===== src/rtl/seq_alu_pkg.sv =====
// Shared definitions for the sequential ALU: opcodes, flag positions,
// per-op flag write masks and DAA correction constants.
package seq_alu_pkg;

  typedef enum logic [4:0] {
    OP_ADD, OP_ADC, OP_SUB, OP_SBC, OP_CP, OP_AND, OP_OR, OP_XOR,
    OP_RLC, OP_RRC, OP_RL, OP_RR, OP_SLA, OP_SRA, OP_SRL, OP_SWAP,
    OP_BIT, OP_SET, OP_RES, OP_DAA, OP_CPL, OP_SCF, OP_CCF, OP_ADDW
  } op_e;

  localparam logic [4:0] OP_LAST = 5'd23;

  localparam int unsigned FLAG_Z = 3;
  localparam int unsigned FLAG_N = 2;
  localparam int unsigned FLAG_H = 1;
  localparam int unsigned FLAG_C = 0;

  localparam logic [7:0] DAA_LO_CORR  = 8'h06;
  localparam logic [7:0] DAA_HI_CORR  = 8'h60;
  localparam logic [7:0] DAA_HI_LIMIT = 8'h99;
  localparam logic [3:0] DAA_LO_LIMIT = 4'h9;

  // Which of {Z,N,H,C} an op is allowed to write.
  function automatic logic [3:0] flag_mask(input op_e op);
    case (op)
      OP_ADD, OP_ADC, OP_SUB, OP_SBC, OP_CP,
      OP_AND, OP_OR, OP_XOR,
      OP_RLC, OP_RRC, OP_RL, OP_RR, OP_SLA, OP_SRA, OP_SRL,
      OP_SWAP:                          flag_mask = 4'b1111;
      OP_BIT:                           flag_mask = 4'b1110;
      OP_DAA:                           flag_mask = 4'b1011;
      OP_CPL:                           flag_mask = 4'b0110;
      OP_SCF, OP_CCF, OP_ADDW:          flag_mask = 4'b0111;
      default:                          flag_mask = 4'b0000;
    endcase
  endfunction

endpackage


===== src/rtl/seq_alu_alu_pass.sv =====
// Combinational W-bit ALU pass shared by narrow ops and both ADDW halves.
module alu_pass
  import seq_alu_pkg::*;
#(
  parameter int unsigned W  = 8,
  parameter int unsigned IW = $clog2(W)
) (
  input  logic [W-1:0]  a,
  input  logic [W-1:0]  b,
  input  logic          cin,
  input  op_e           op,
  input  logic [IW-1:0] idx,
  output logic [W-1:0]  res,
  output logic          cout,
  output logic          hout
);

  localparam int unsigned HW = W / 2;

  logic [W:0]  add_full, sub_full;
  logic [HW:0] add_half, sub_half;
  logic [W-1:0] bit_sel;

  // Bit HW of the half sums is the carry/borrow out of bit W/2-1.
  always_comb begin
    add_full = (W+1)'(a) + (W+1)'(b) + (W+1)'(cin);
    sub_full = (W+1)'(a) - (W+1)'(b) - (W+1)'(cin);
    add_half = (HW+1)'(a[HW-1:0]) + (HW+1)'(b[HW-1:0]) + (HW+1)'(cin);
    sub_half = (HW+1)'(a[HW-1:0]) - (HW+1)'(b[HW-1:0]) - (HW+1)'(cin);
    bit_sel  = W'(1) << idx;
  end

  always_comb begin
    res  = a;
    cout = 1'b0;
    hout = 1'b0;
    case (op)
      OP_ADD, OP_ADC: begin
        res = add_full[W-1:0]; cout = add_full[W]; hout = add_half[HW];
      end
      OP_SUB, OP_SBC, OP_CP: begin
        res = sub_full[W-1:0]; cout = sub_full[W]; hout = sub_half[HW];
      end
      OP_AND:  res = a & b;
      OP_OR:   res = a | b;
      OP_XOR:  res = a ^ b;
      OP_RLC:  begin res = {a[W-2:0], a[W-1]}; cout = a[W-1]; end
      OP_RRC:  begin res = {a[0], a[W-1:1]};   cout = a[0];   end
      OP_RL:   begin res = {a[W-2:0], cin};    cout = a[W-1]; end
      OP_RR:   begin res = {cin, a[W-1:1]};    cout = a[0];   end
      OP_SLA:  begin res = {a[W-2:0], 1'b0};   cout = a[W-1]; end
      OP_SRA:  begin res = {a[W-1], a[W-1:1]}; cout = a[0];   end
      OP_SRL:  begin res = {1'b0, a[W-1:1]};   cout = a[0];   end
      OP_SWAP: res = {a[HW-1:0], a[W-1:HW]};
      // BIT leaves only the tested bit so the caller's zero test gives Z.
      OP_BIT:  res = a & bit_sel;
      OP_SET:  res = a | bit_sel;
      OP_RES:  res = a & ~bit_sel;
      OP_CPL:  res = ~a;
      default: res = a;
    endcase
  end

endmodule


===== src/rtl/seq_alu.sv =====
// Clocked ALU with Z/N/H/C flag register; narrow ops in one cycle,
// ADDW as two W-bit passes through the shared alu_pass.
module seq_alu
  import seq_alu_pkg::*;
#(
  parameter int unsigned W  = 8,
  parameter int unsigned IW = $clog2(W)
) (
  input  logic            CLK,
  input  logic            RESET,
  input  logic            req_valid,
  output logic            req_ready,
  input  logic [4:0]      req_op,
  input  logic [IW-1:0]   req_idx,
  input  logic [2*W-1:0]  req_a,
  input  logic [2*W-1:0]  req_b,
  output logic [2*W-1:0]  res,
  output logic            res_valid,
  output logic            res_we,
  output logic            op_illegal,
  output logic [3:0]      flags_q,
  input  logic            flags_load,
  input  logic [3:0]      flags_in,
  output logic            busy
);

  typedef enum logic {IDLE, WIDE_HI} state_e;

  state_e       state;
  logic [W-1:0] a_hi_q, b_hi_q, lo_q;
  logic         carry_q;

  op_e          op;
  logic         illegal, wide, we_n;
  logic [W-1:0] a_lo, pass_a, pass_b, pass_res, res_w;
  logic [W-1:0] daa_corr, daa_res;
  logic         daa_c, pass_cin, pass_cout, pass_hout;
  op_e          pass_op;
  logic [3:0]   nf, mask;

  assign req_ready = (state == IDLE) & ~flags_load;
  assign busy      = (state != IDLE);

  always_comb begin
    op      = op_e'(req_op);
    wide    = (state == WIDE_HI);
    a_lo    = req_a[W-1:0];
    illegal = (req_op > OP_LAST) || ((op == OP_DAA) && (W != 8));
    mask    = illegal ? 4'b0000 : flag_mask(op);
    we_n    = !illegal && !(op inside {OP_CP, OP_BIT, OP_SCF, OP_CCF});
  end

  // Pass input mux: high ADDW pass in WIDE_HI, otherwise the request.
  always_comb begin
    pass_a   = wide ? a_hi_q : a_lo;
    pass_b   = wide ? b_hi_q : req_b[W-1:0];
    pass_op  = (wide || op == OP_ADDW) ? OP_ADD : op;
    pass_cin = 1'b0;
    if (wide)
      pass_cin = carry_q;
    else if (op inside {OP_ADC, OP_SBC, OP_RL, OP_RR})
      pass_cin = flags_q[FLAG_C];
  end

  alu_pass #(.W(W), .IW(IW)) u_pass (
    .a    (pass_a),
    .b    (pass_b),
    .cin  (pass_cin),
    .op   (pass_op),
    .idx  (req_idx),
    .res  (pass_res),
    .cout (pass_cout),
    .hout (pass_hout)
  );

  // Decimal adjust after BCD add/subtract; only reachable when W == 8.
  always_comb begin
    daa_corr = '0;
    daa_c    = flags_q[FLAG_C];
    if (!flags_q[FLAG_N]) begin
      if (flags_q[FLAG_C] || a_lo > W'(DAA_HI_LIMIT)) begin
        daa_corr = daa_corr | W'(DAA_HI_CORR);
        daa_c    = 1'b1;
      end
      if (flags_q[FLAG_H] || a_lo[3:0] > DAA_LO_LIMIT)
        daa_corr = daa_corr | W'(DAA_LO_CORR);
      daa_res = a_lo + daa_corr;
    end else begin
      if (flags_q[FLAG_C]) daa_corr = daa_corr | W'(DAA_HI_CORR);
      if (flags_q[FLAG_H]) daa_corr = daa_corr | W'(DAA_LO_CORR);
      daa_res = a_lo - daa_corr;
    end
  end

  always_comb begin
    if (illegal)            res_w = a_lo;
    else if (op == OP_DAA)  res_w = daa_res;
    else                    res_w = pass_res;
  end

  // Candidate flag values; mask decides which of them are written.
  always_comb begin
    nf         = flags_q;
    nf[FLAG_Z] = (res_w == '0);
    nf[FLAG_N] = 1'b0;
    nf[FLAG_H] = 1'b0;
    nf[FLAG_C] = 1'b0;
    case (op)
      OP_ADD, OP_ADC: begin nf[FLAG_H] = pass_hout; nf[FLAG_C] = pass_cout; end
      OP_SUB, OP_SBC, OP_CP: begin
        nf[FLAG_N] = 1'b1; nf[FLAG_H] = pass_hout; nf[FLAG_C] = pass_cout;
      end
      OP_AND, OP_BIT: nf[FLAG_H] = 1'b1;
      OP_RLC, OP_RRC, OP_RL, OP_RR, OP_SLA, OP_SRA, OP_SRL:
        nf[FLAG_C] = pass_cout;
      OP_DAA: nf[FLAG_C] = daa_c;
      OP_CPL: begin nf[FLAG_N] = 1'b1; nf[FLAG_H] = 1'b1; end
      OP_SCF: nf[FLAG_C] = 1'b1;
      OP_CCF: nf[FLAG_C] = ~flags_q[FLAG_C];
      default: ;
    endcase
  end

  always_ff @(posedge CLK) begin
    if (RESET) begin
      state      <= IDLE;
      flags_q    <= '0;
      res        <= '0;
      res_valid  <= 1'b0;
      res_we     <= 1'b0;
      op_illegal <= 1'b0;
      a_hi_q     <= '0;
      b_hi_q     <= '0;
      lo_q       <= '0;
      carry_q    <= 1'b0;
    end else begin
      res_valid <= 1'b0;
      case (state)
        IDLE: begin
          if (flags_load) begin
            flags_q <= flags_in;
          end else if (req_valid) begin
            if (!illegal && op == OP_ADDW) begin
              lo_q    <= pass_res;
              carry_q <= pass_cout;
              a_hi_q  <= req_a[2*W-1:W];
              b_hi_q  <= req_b[2*W-1:W];
              state   <= WIDE_HI;
            end else begin
              res        <= (2*W)'(res_w);
              res_we     <= we_n;
              op_illegal <= illegal;
              res_valid  <= 1'b1;
              flags_q    <= (flags_q & ~mask) | (nf & mask);
            end
          end
        end
        WIDE_HI: begin
          res             <= {pass_res, lo_q};
          res_we          <= 1'b1;
          op_illegal      <= 1'b0;
          res_valid       <= 1'b1;
          flags_q[FLAG_N] <= 1'b0;
          flags_q[FLAG_H] <= pass_hout;
          flags_q[FLAG_C] <= pass_cout;
          state           <= IDLE;
        end
        default: state <= IDLE;
      endcase
    end
  end

endmodule


===== config.mk =====
export PLATFORM = sky130hd
export DESIGN_NAME = seq_alu
export DESIGN_NICKNAME = d
export VERILOG_FILES = /design/src/rtl/seq_alu_pkg.sv /design/src/rtl/seq_alu_alu_pass.sv /design/src/rtl/seq_alu.sv
export SDC_FILE = /design/constraint.sdc
export NUM_CORES = 1
export LEC_CHECK = 0
export CAP_MARGIN = 20
export CORE_MARGIN = 8
export CORE_UTILIZATION = 50
export DETAILED_ROUTE_END_ITERATION = 10
export PLACE_DENSITY = 0.77
export SLEW_MARGIN = 20
export SYNTH_ARGS = -nofsm -noshare
export SYNTH_HDL_FRONTEND = slang
export SYNTH_SLANG_ARGS = --single-unit

===== constraint.sdc =====
create_clock -name CLK -period 3.3 [get_ports CLK]
set_input_delay 0.33 -clock CLK [delete_from_list [all_inputs] [get_ports CLK]]
set_output_delay 0.33 -clock CLK [all_outputs]
set_load 0.01 [all_outputs]

Word-level counts from Yosys, hierarchy flattened --
Memories as Yosys holds them, arrays and structs flattened. Cells that the tools add are included. Widths: inputs -> output; s select.
Storage, ports and cells: register bits after elaboration 49, latch bits 0, RAM bits 0, bits in read-only memories 128, bits of input ports 48, output and inout bits 25, logic and storage cells 157, memories 1
Operators by class: $add $sub $neg 10, multipliers 0, divide/modulo/power cells 0, order comparisons 3, equality and inequality tests 43, shifts and indexed selects 1, muxes and demuxes 47, bitwise logic cells 16, reductions and logical operators 25
Memories:
- (name not given) | words 32, width 4, rd ports 1, clocked after memory_dff 0, wr ports 0, line seq_alu_pkg.sv:25 | case (op)
Operators by type and width (count):
- $pmux 8 s17 | 1
- $eq 5x4->1 const B | 15
- $mux 8 | 7
- $eq 5x5->1 const B | 10
- $mux 16 | 3
- $pmux 16 s2 | 1
- $eq 5x3->1 const B | 6
- $and 8x8->8 | 3
- $eq 5x2->1 const B | 4
- $mux 1 | 17
- $mux 4 | 4
- $not 8->8 | 2
- $or 8x8->8 | 2
- $mux 7 | 2
- $pmux 1 s2 | 6
- $reduce_or 12->1 | 1
- $eq 5x1->1 const B | 2
- $logic_not 5->1 | 2
- $add 8x8->9 | 1
- $add 9x1->9 | 1
- $reduce_or 3->1 | 3
- $sub 8x8->9 | 1
- $sub 9x1->9 | 1
- $add 8x8->8 | 1
- 33 further kinds | 49

Longest topological paths before layout --
Gate-level depths: netlist (run 1).
depth after elaboration 16, mapped depth 17

Hierarchy --
A second synthesis (run 1) with hierarchy kept.
Second synthesis, totals: cells, all modules 667, area, all modules 4976.0 um2
By module, submodules not included:
- seq_alu | times used 1, cells each 374, area each 2907.8 um2, seq. area each 980.9 um2
- alu_pass | times used 1, cells each 293, area each 2068.2 um2, seq. area each 0.0 um2

Least setup slack after synthesis (run 1) --
Ideal clock, no wire load.
kind input port to flip-flop, from input port req_op[1], to register res[2], library setup time 0.115 ns, arrival 3.465 ns, data required time 3.185 ns, setup slack -0.280 ns, stages 16, path buffers 1, path through buf_2 -> inv_2 -> ha_1 -> nor2b_1 -> o311ai_0 -> and2_1 -> fa_1 -> inv_1 -> fa_1 -> xnor2_1 -> a221o_1 -> a2111oi_4 -> o21ai_2 -> a221oi_2 -> o221ai_1 -> and2_1
Between the ends: word-level cells in the longest chain between the ends 12, elaborated cells between the ends (all ways) 47, classes of those cells add/sub (2); order compare (1); eq/ne (26); mux (10); reduce/logical (8)
RTL lines:
- start, declared | line seq_alu.sv:13 | input logic [4:0] req_op,
- $eq 5x1->1, or another cell as far along | line seq_alu.sv:61 | else if (op inside {OP_ADC, OP_SBC, OP_RL, OP_RR})
- $reduce_bool 4->1 or $logic_or 1x1->1 (tied branches) | line seq_alu.sv:61, seq_alu.sv:57
- $mux 1 or $mux 5 (tied branches) | line seq_alu.sv:61, seq_alu.sv:57
- $mux 1, or another cell as far along | line seq_alu.sv:59 | if (wide)
- $sub 9x1->9, or another cell as far along | line seq_alu_alu_pass.sv:27 | sub_full = (W+1)'(a) - (W+1)'(b) - (W+1)'(cin);
- $pmux 8 s17 | line seq_alu_alu_pass.sv:37 | case (op)
- $mux 8 | line seq_alu.sv:97 | else if (op == OP_DAA) res_w = daa_res;
- $mux 8 | line seq_alu.sv:96 | if (illegal) res_w = a_lo;
- $mux 16 | line seq_alu.sv:143 | if (!illegal && op == OP_ADDW) begin
- $mux 16 | line seq_alu.sv:142 | end else if (req_valid) begin
- $mux 16 | line seq_alu.sv:140 | if (flags_load) begin
- $pmux 16 s2 | line seq_alu.sv:138 | case (state)
- end signal, assigned | line seq_alu.sv:150 | res <= (2*W)'(res_w);
- end signal, assigned | line seq_alu.sv:159 | res <= {pass_res, lo_q};
- end, declared | line seq_alu.sv:17 | output logic [2*W-1:0] res,
Several ways; a longest one is shown, not always the timed one. The select of a mux whose other input is x is not followed. A chain may end at the register's enable or synchronous reset.

==> qor.yml, run 1 <==
logic_synthesis:
  synth_enable_flop_cells: 0
  yosys.cell_count.top_type: "nand2_1"
  dominantRegCellSynth: "dfxtp_1"
  synthCells: 710
  post_synth_most_frequent_cells: "nand2_1, nor2_1, a21oi_1, dfxtp_1, inv_1"
  post_synthesis_area_per_instance_um2: 7.26
  synth_top_cells_by_area: "dfxtp_1, ha_1, nand2_1"
  synth-warning-count: 0
  seq_area_frac_synth_pct: 19.0
  ys_seq_elements: 49
  syn-cell-area_um2: 5160
  cell_taking_the_most_area_after_synthesis: "dfxtp_1"
  synth_top_area_share_pct: 19.0
  async_reset_ff_share_pct: 0
  yosys.cell_types.count: 84
  synth_nets: 795
die:
  die_y_um: 118
  initial_core_util_pct: 50.6
  num_io_pins: 73
  coreArea_um2: 10200
  fp.dieW_um: 118
  die-area_um2: 13800
  placement_rows: 37
setup_path:
  crit_family: "compound AO/OA/AOI/OAI gates"
  crit_slowest_cell: "dfxtp_4"
  crit_path_max_fanout: 5
  worstPathCellList: "buf_12 > buf_4 > mux2i_2 > inv_1 > ha_1 > inv_1 > ha_1 > nor3_1 > a211oi_2 > buf_4 > a21o_1 > a21oi_2 > xnor2_1 > o221a_2 > o21bai_1 > a21oi_1"
  cp-start-kind: "flop"
  critical_path_arrival_ns: 3.49
  crit_path_capture_type: "flop"
  crit_path_max_incr_delay_ns: 0.42
  crit_buf_inv: 5
  critPathRequiredTime_ns: 3.57
  path_class: "reg2reg"
drt:
  vias: 6481
  wl_um: 22000
  route.detailed.drc: 0
  vias_per_cell: 6.34
  drt_pass1_iterations: 7
  drt-wirelength-per-cell_um: 21.5
  dr.first_iter.drc_count: 844
  antenna_violating_nets_post_route: 0
cts:
  cts_max_level: 2
  clk_root_buf: "clkbuf_8"
  total_clock_buffers_created_by_cts: 5
  cts.clk_slew.worst_paths_ns: 0.11
  clock_sink_count: 49
  tritoncts_clock_tree: "built"
  post_cts_hold_buffer_count: 0
  insertion_delay_ns: 0.33
  cts.path.max_buffers: 2
global_route:
  grt_antenna_before_repair: 0
  grtUsageMet3_pct: 7.05
  grt_most_used_layer: "met2"
  grt_usage_pct: 30.0
  global_route_wire_length_before_repair_um: 33500
  grt_pass1_vias: 6129
  grt_remaining_overflow: 0
  grtUsageMet1_pct: 36.9
  met2_usage_pct: 48.3
  pin_count_of_the_biggest_net_entering_global_routing: 42
power_and_ir_drop:
  vdd_ir_drop_max_uv: 270
  power_per_cell_area_nw_per_um2: 283
  finalPower_mw: 2.06
  total_leakage_power_nw: 2.95
sta:
  timing.slew.headroom_pct: 42.3
  final_period_minus_worst_setup_slack_ns: 3.21
  timing_worst_slew_pin_value_ns: 0.857
  achievable-frequency_mhz: 311
  min_period_over_period_pct: 97.4
  setup_viol: 0
  timing_hold_violations_final: 0
  rsz0062_at_grt: "yes"
  worst_clock_skew_ns: 0.0228
  timing.final.max_slew_violations: 0
cells_and_area:
  antenna_cells: 0
  area_growth_pct: 41.0
  post-route-util_pct: 71.4
  drive_above_1_share_pct: 25.8
  nNetsFinal: 971
run_status:
  outcome: "complete, no violations"
placement:
  place.port_buffers: 72
  gp_congestion: 1.04
  place.detailed.hpwl_um: 17300
worst_hold_path:
  worstHoldPathType: "reg2reg"
job:
  cap_violations: 0
==> path summary, 6_finish.rpt <==
path	slack (ns)	start	end	depth (start not counted)
worst max-delay path	0.09	busy	flop	16
worst min-delay path	0.46	a_hi_q[1]	a_hi_q[1]	2
worst max register to register	0.09	busy	flop	16
worst min register to register	0.46	a_hi_q[1]	a_hi_q[1]	2
==> repair_timing <==
| item | in CTS | in global routing |
|---|---|---|
| pin swaps | 12 | 24 |
| endpoints found under the setup margin | 25 | 14 |
| resized for setup | 28 | 40 |
| buffers inserted | 1 | 7 |
==> stage by stage <==
step / hold slack (ns) / instance area (um^2) / setup TNS, ns / instances / setup WS, ns
final: 0.464 / 7270 / 0 / 1023 / 0.0858
after global routing: 0.486 / 7270 / -0.175 / 1023 / -0.0789
after CTS: 0.460 / 7070 / 0 / 1016 / 0.00101
after detailed placement: 0.447 / 6900 / -18.72 / 1007 / -0.932
after global placement: 0.441 / 6900 / -17.74 / 1007 / -0.845
after floorplan: 0.433 / 5220 / 0 / 710 / 0.00290
==> report_power, final <==
group | internal (mW) | switching, mW | leakage [nW]
clock | 0.247 | 0.228 | 0.0574
combinational | 0.463 | 0.508 | 2.49
sequential | 0.604 | 0.00972 | 0.398
total | 1.31 | 0.746 | 2.95
==> cell usage in the layout, fill, tap and decap left out, drive strengths merged, types with 6 or more instances in the layout <==
| cell type | count |
|---|---|
| nor2 | 66 |
| o221ai | 10 |
| and3 | 8 |
| or2 | 7 |
| o21ai | 40 |
| or3 | 7 |
| o21a | 9 |
| a211oi | 7 |
| nor3 | 26 |
| nand2 | 84 |
| mux2i | 10 |
| mux2 | 6 |
| o211ai | 12 |
| nor4 | 7 |
| ha | 33 |
| nand4b | 6 |
| clkbuf | 6 |
| nand3 | 26 |
| clkdlybuf4s50 | 64 |
| inv | 40 |
| nor2b | 10 |
| a21oi | 62 |
| a22oi | 12 |
| nor3b | 7 |
| buf | 145 |
| dfxtp | 49 |
| and2 | 10 |
| xnor2 | 15 |
==> cells by family after synthesis <==
group                    Yosys count  share of synthesized area, %
AND/OR/NAND/NOR                  295                          29.6
AO/OA/AOI/OAI                    209                          27.8
buffers and inverters             86                          7.42
flip-flops                        49                          19.0
adder cells (fa/ha/maj)           37                          9.56
XOR/XNOR                          18                          3.06
multiplexers                      16                          3.57
==> registers in the layout (all words and copies together) (netlist names), named ones only <==
name        flops
res            16
flags_q         1
lo_q            8
a_hi_q          8
carry_q         1
res_we          1
busy            1
res_valid       1
op_illegal      1
b_hi_q          8
==> worst register-to-register path, delay by kind of cell, from the launching register on <==
kind	cells	cell delay, ns
XOR/XNOR	1	0.08
flip-flops	1	0.42
buffers and inverters	5	0.61
AND/OR/NAND/NOR	1	0.26
AO/OA/AOI/OAI	6	0.98
multiplexers	1	0.25
adder cells (fa/ha/maj)	2	0.57
==> metal layers <==
layer	routed length, um	up-vias	part of all wire, %
met5	0	-	0
li1	-	2947	-
met2	10000	411	46
met1	8860	3047	40
met3	1940	76	8.8
met4	1150	0	5.2
==> cell type report <==
type                    count  area [um^2]
clock inverters             2         37.5
clock buffers               6         82.6
inverters                  40          155
repair buffers            215         1830
fillers                   817         2910
well taps                 136          170
multi-input cells         575         4020
flip-flops and latches     49          985
(Power assumes the default switching activity.)
==> run 2, diff against run 1 <==
--- a/config.mk
+++ b/config.mk
@@ -10,7 +10,6 @@
 export CORE_UTILIZATION = 50
 export DETAILED_ROUTE_END_ITERATION = 10
 export PLACE_DENSITY = 0.77
-export SLEW_MARGIN = 20
 export SYNTH_ARGS = -nofsm -noshare
 export SYNTH_HDL_FRONTEND = slang
 export SYNTH_SLANG_ARGS = --single-unit
==> results of run 2 <==
The final DEF is identical to that of run 1; final timing and power are the same.
==> run 3, diff against run 2 <==
--- a/config.mk
+++ b/config.mk
@@ -6,10 +6,12 @@
 export NUM_CORES = 1
 export LEC_CHECK = 0
 export CAP_MARGIN = 20
+export CELL_PAD_IN_SITES_DETAIL_PLACEMENT = 0
+export CELL_PAD_IN_SITES_GLOBAL_PLACEMENT = 2
 export CORE_MARGIN = 8
-export CORE_UTILIZATION = 50
+export CORE_UTILIZATION = 29
 export DETAILED_ROUTE_END_ITERATION = 10
-export PLACE_DENSITY = 0.77
+export PLACE_DENSITY_LB_ADDON = 0.1
 export SYNTH_ARGS = -nofsm -noshare
 export SYNTH_HDL_FRONTEND = slang
 export SYNTH_SLANG_ARGS = --single-unit
==> qor.yml, run 3 (synthesis results as in run 1) <==
global_route:
  grt_antenna_before_repair: 1
  grt_remaining_overflow: 0
  pin_count_of_the_biggest_net_entering_global_routing: 41
  grt_usage_pct: 21.5
  grt_pass1_vias: 6178
  global_route_wire_length_before_repair_um: 36800
worst_hold_path:
  worstHoldPathType: "reg2reg"
  min_from: "a_hi_q[5]"
power_and_ir_drop:
  total_leakage_power_nw: 3.04
  power_per_cell_area_nw_per_um2: 286
  vdd_ir_drop_max_uv: 206
sta:
  timing_hold_violations_final: 0
  setup_viol: 0
  timing.slew.headroom_pct: 57.8
  min_period_over_period_pct: 99.9
  worst_clock_skew_ns: 0.00984
  minimum_hold_slack_ns: 0.459
  rsz0062_at_grt: "yes"
  timing_worst_slew_pin_value_ns: 0.626
  final_period_minus_worst_setup_slack_ns: 3.30
  achievable-frequency_mhz: 303
  timing.final.max_slew_violations: 0
cts:
  insertion_delay_ns: 0.30
  tritoncts_clock_tree: "built"
  cts.clk_slew.worst_paths_ns: 0.08
  clk_root_buf: "clkbuf_16"
  cts_max_level: 2
  total_clock_buffers_created_by_cts: 5
  cts.path.max_buffers: 2
  clock_sink_count: 49
cells_and_area:
  area_growth_pct: 48.8
  top_library_cells_by_usage_in_the_layout_fill_and_taps_aside: "buf_4, nand2_1, clkdlybuf4s50_1"
  commonest_non_fill_non_tap_cell_in_the_layout: "buf_4"
  number_of_flip_flops_under_the_largest_register_name: 16
  drive_above_1_share_pct: 28.5
  nNetsFinal: 986
  regMostFlops: "res"
  final_design_area_no_fill_um2: 7670
  antenna_cells: 0
placement:
  gp_congestion: 0.936
  place.port_buffers: 72
  placement.cell_area_um2: 7040
  place.detailed.hpwl_um: 19700
drt:
  drt_pass1_iterations: 7
  drt-wirelength-per-cell_um: 21.8
  vias: 6148
  antenna_violating_nets_post_route: 0
  wl_um: 24500
  vias_per_cell: 5.46
  route.detailed.drc: 0
  dr.first_iter.drc_count: 366
setup_path:
  crit_slowest_cell: "fa_2"
  worst_r2r_startpoint: "busy"
  setup.worst_path.start: "req_op[0]"
  path_class: "in2reg"
  cp-start-kind: "input pin"
  critPathRequiredTime_ns: 3.50
  crit_path_max_fanout: 3
  critical_path_arrival_ns: 3.50
  worstPathCellList: "buf_6 > buf_6 > ha_4 > nor2b_4 > o311ai_4 > buf_4 > and2_4 > fa_2 > inv_2 > fa_2 > xnor2_2 > a221o_1 > a2111oi_4 > o21ai_2 > a221oi_2 > o221ai_1 > and2_1"
  crit_path_max_incr_delay_ns: 0.39
  crit_path_capture_type: "flop"
die:
  die_y_um: 149
  num_io_pins: 73
  initial_core_util_pct: 29.7
  die-area_um2: 22300
  coreArea_um2: 17400
  fp.dieW_um: 149
  placement_rows: 48
job:
  cap_violations: 0
run_status:
  outcome: "complete, no violations"
## run 3: changes by cell type in the layout (fill, tap and decap cells not counted), sizes merged
| cell | change |
|---|---|
| clkdlybuf4s50 | +2 |
| buf | +15 |
| inv | +2 |
| clkdlybuf4s15 | +1 |
| clkbuf | -1 |
| dlymetal6s2s | -4 |
| bufinv | -1 |
| dlygate4sd2 | +1 |
## run 3: final cells by class
class / instances / area, um^2
clock buffer: 5 / 125
clock inverter: 3 / 25.0
fill: 1787 / 9680
inverter: 40 / 153
multi-input combinational: 575 / 4170
sequential: 49 / 985
tap: 225 / 282
timing repair buffer: 230 / 1930
## run 3: metal layers
| layer | routed length [um] | vias to the layer above | GRT usage, % |
|---|---|---|---|
| met5 | 16 | - | 0 |
| met4 | 656 | 2 | 6.76 |
| met3 | 1170 | 43 | 3.64 |
| met2 | 11100 | 174 | 34.3 |
| met1 | 11600 | 2952 | 28.9 |
| li1 | - | 2977 | - |
## run 3: worst paths after layout
check	end	slack, ns	cells past startpoint
min	a_hi_q[5]	0.46	2
max reg2reg	res[2]	0.02	15
max	res[2]	0.002	17
min reg2reg	a_hi_q[5]	0.46	2
## run 3: repair_timing
item | CTS | global route
endpoints found under the hold margin | 0 | 0
setup endpoints to repair | 26 | 20
cloned | 0 | 0
hold buffers | 0 | 0
resized for setup | 48 | 46
buffers inserted | 5 | 12
pin swaps | 19 | 23
## run 3: per-stage QoR
step / util, % / power (mW) / worst slack (ns) / setup TNS, ns / std cells
2_1_floorplan: - / 1.10 / 0.00290 / 0 / 710
3_3_place_gp: 40.6 / 1.55 / -1.02 / -20.70 / 1102
3_5_place_dp: 40.6 / 1.55 / -1.08 / -21.87 / 1102
4_1_cts: 42.4 / 2.13 / -0.108 / -0.172 / 1115
5_1_grt: 44.2 / 2.31 / -0.145 / -0.645 / 1127
6_report: 44.2 / 2.19 / 0.00173 / 0 / 1127
## run 3: report_power, final
part           switching [mW]  total, mW  leakage (nW)  internal [mW]
clock                   0.253      0.540        0.0708          0.287
combinational           0.538       1.04          2.57          0.499
sequential             0.0104      0.614         0.398          0.604
total                   0.801       2.19          3.04           1.39
## run 3: worst max-delay path, delay by kind of cell
family                   cells  cell delay, ns
AO/OA/AOI/OAI                6            1.38
XOR/XNOR                     1            0.15
AND/OR/NAND/NOR              3            0.44
adder cells (fa/ha/maj)      3            0.78
buffers and inverters        4            0.42
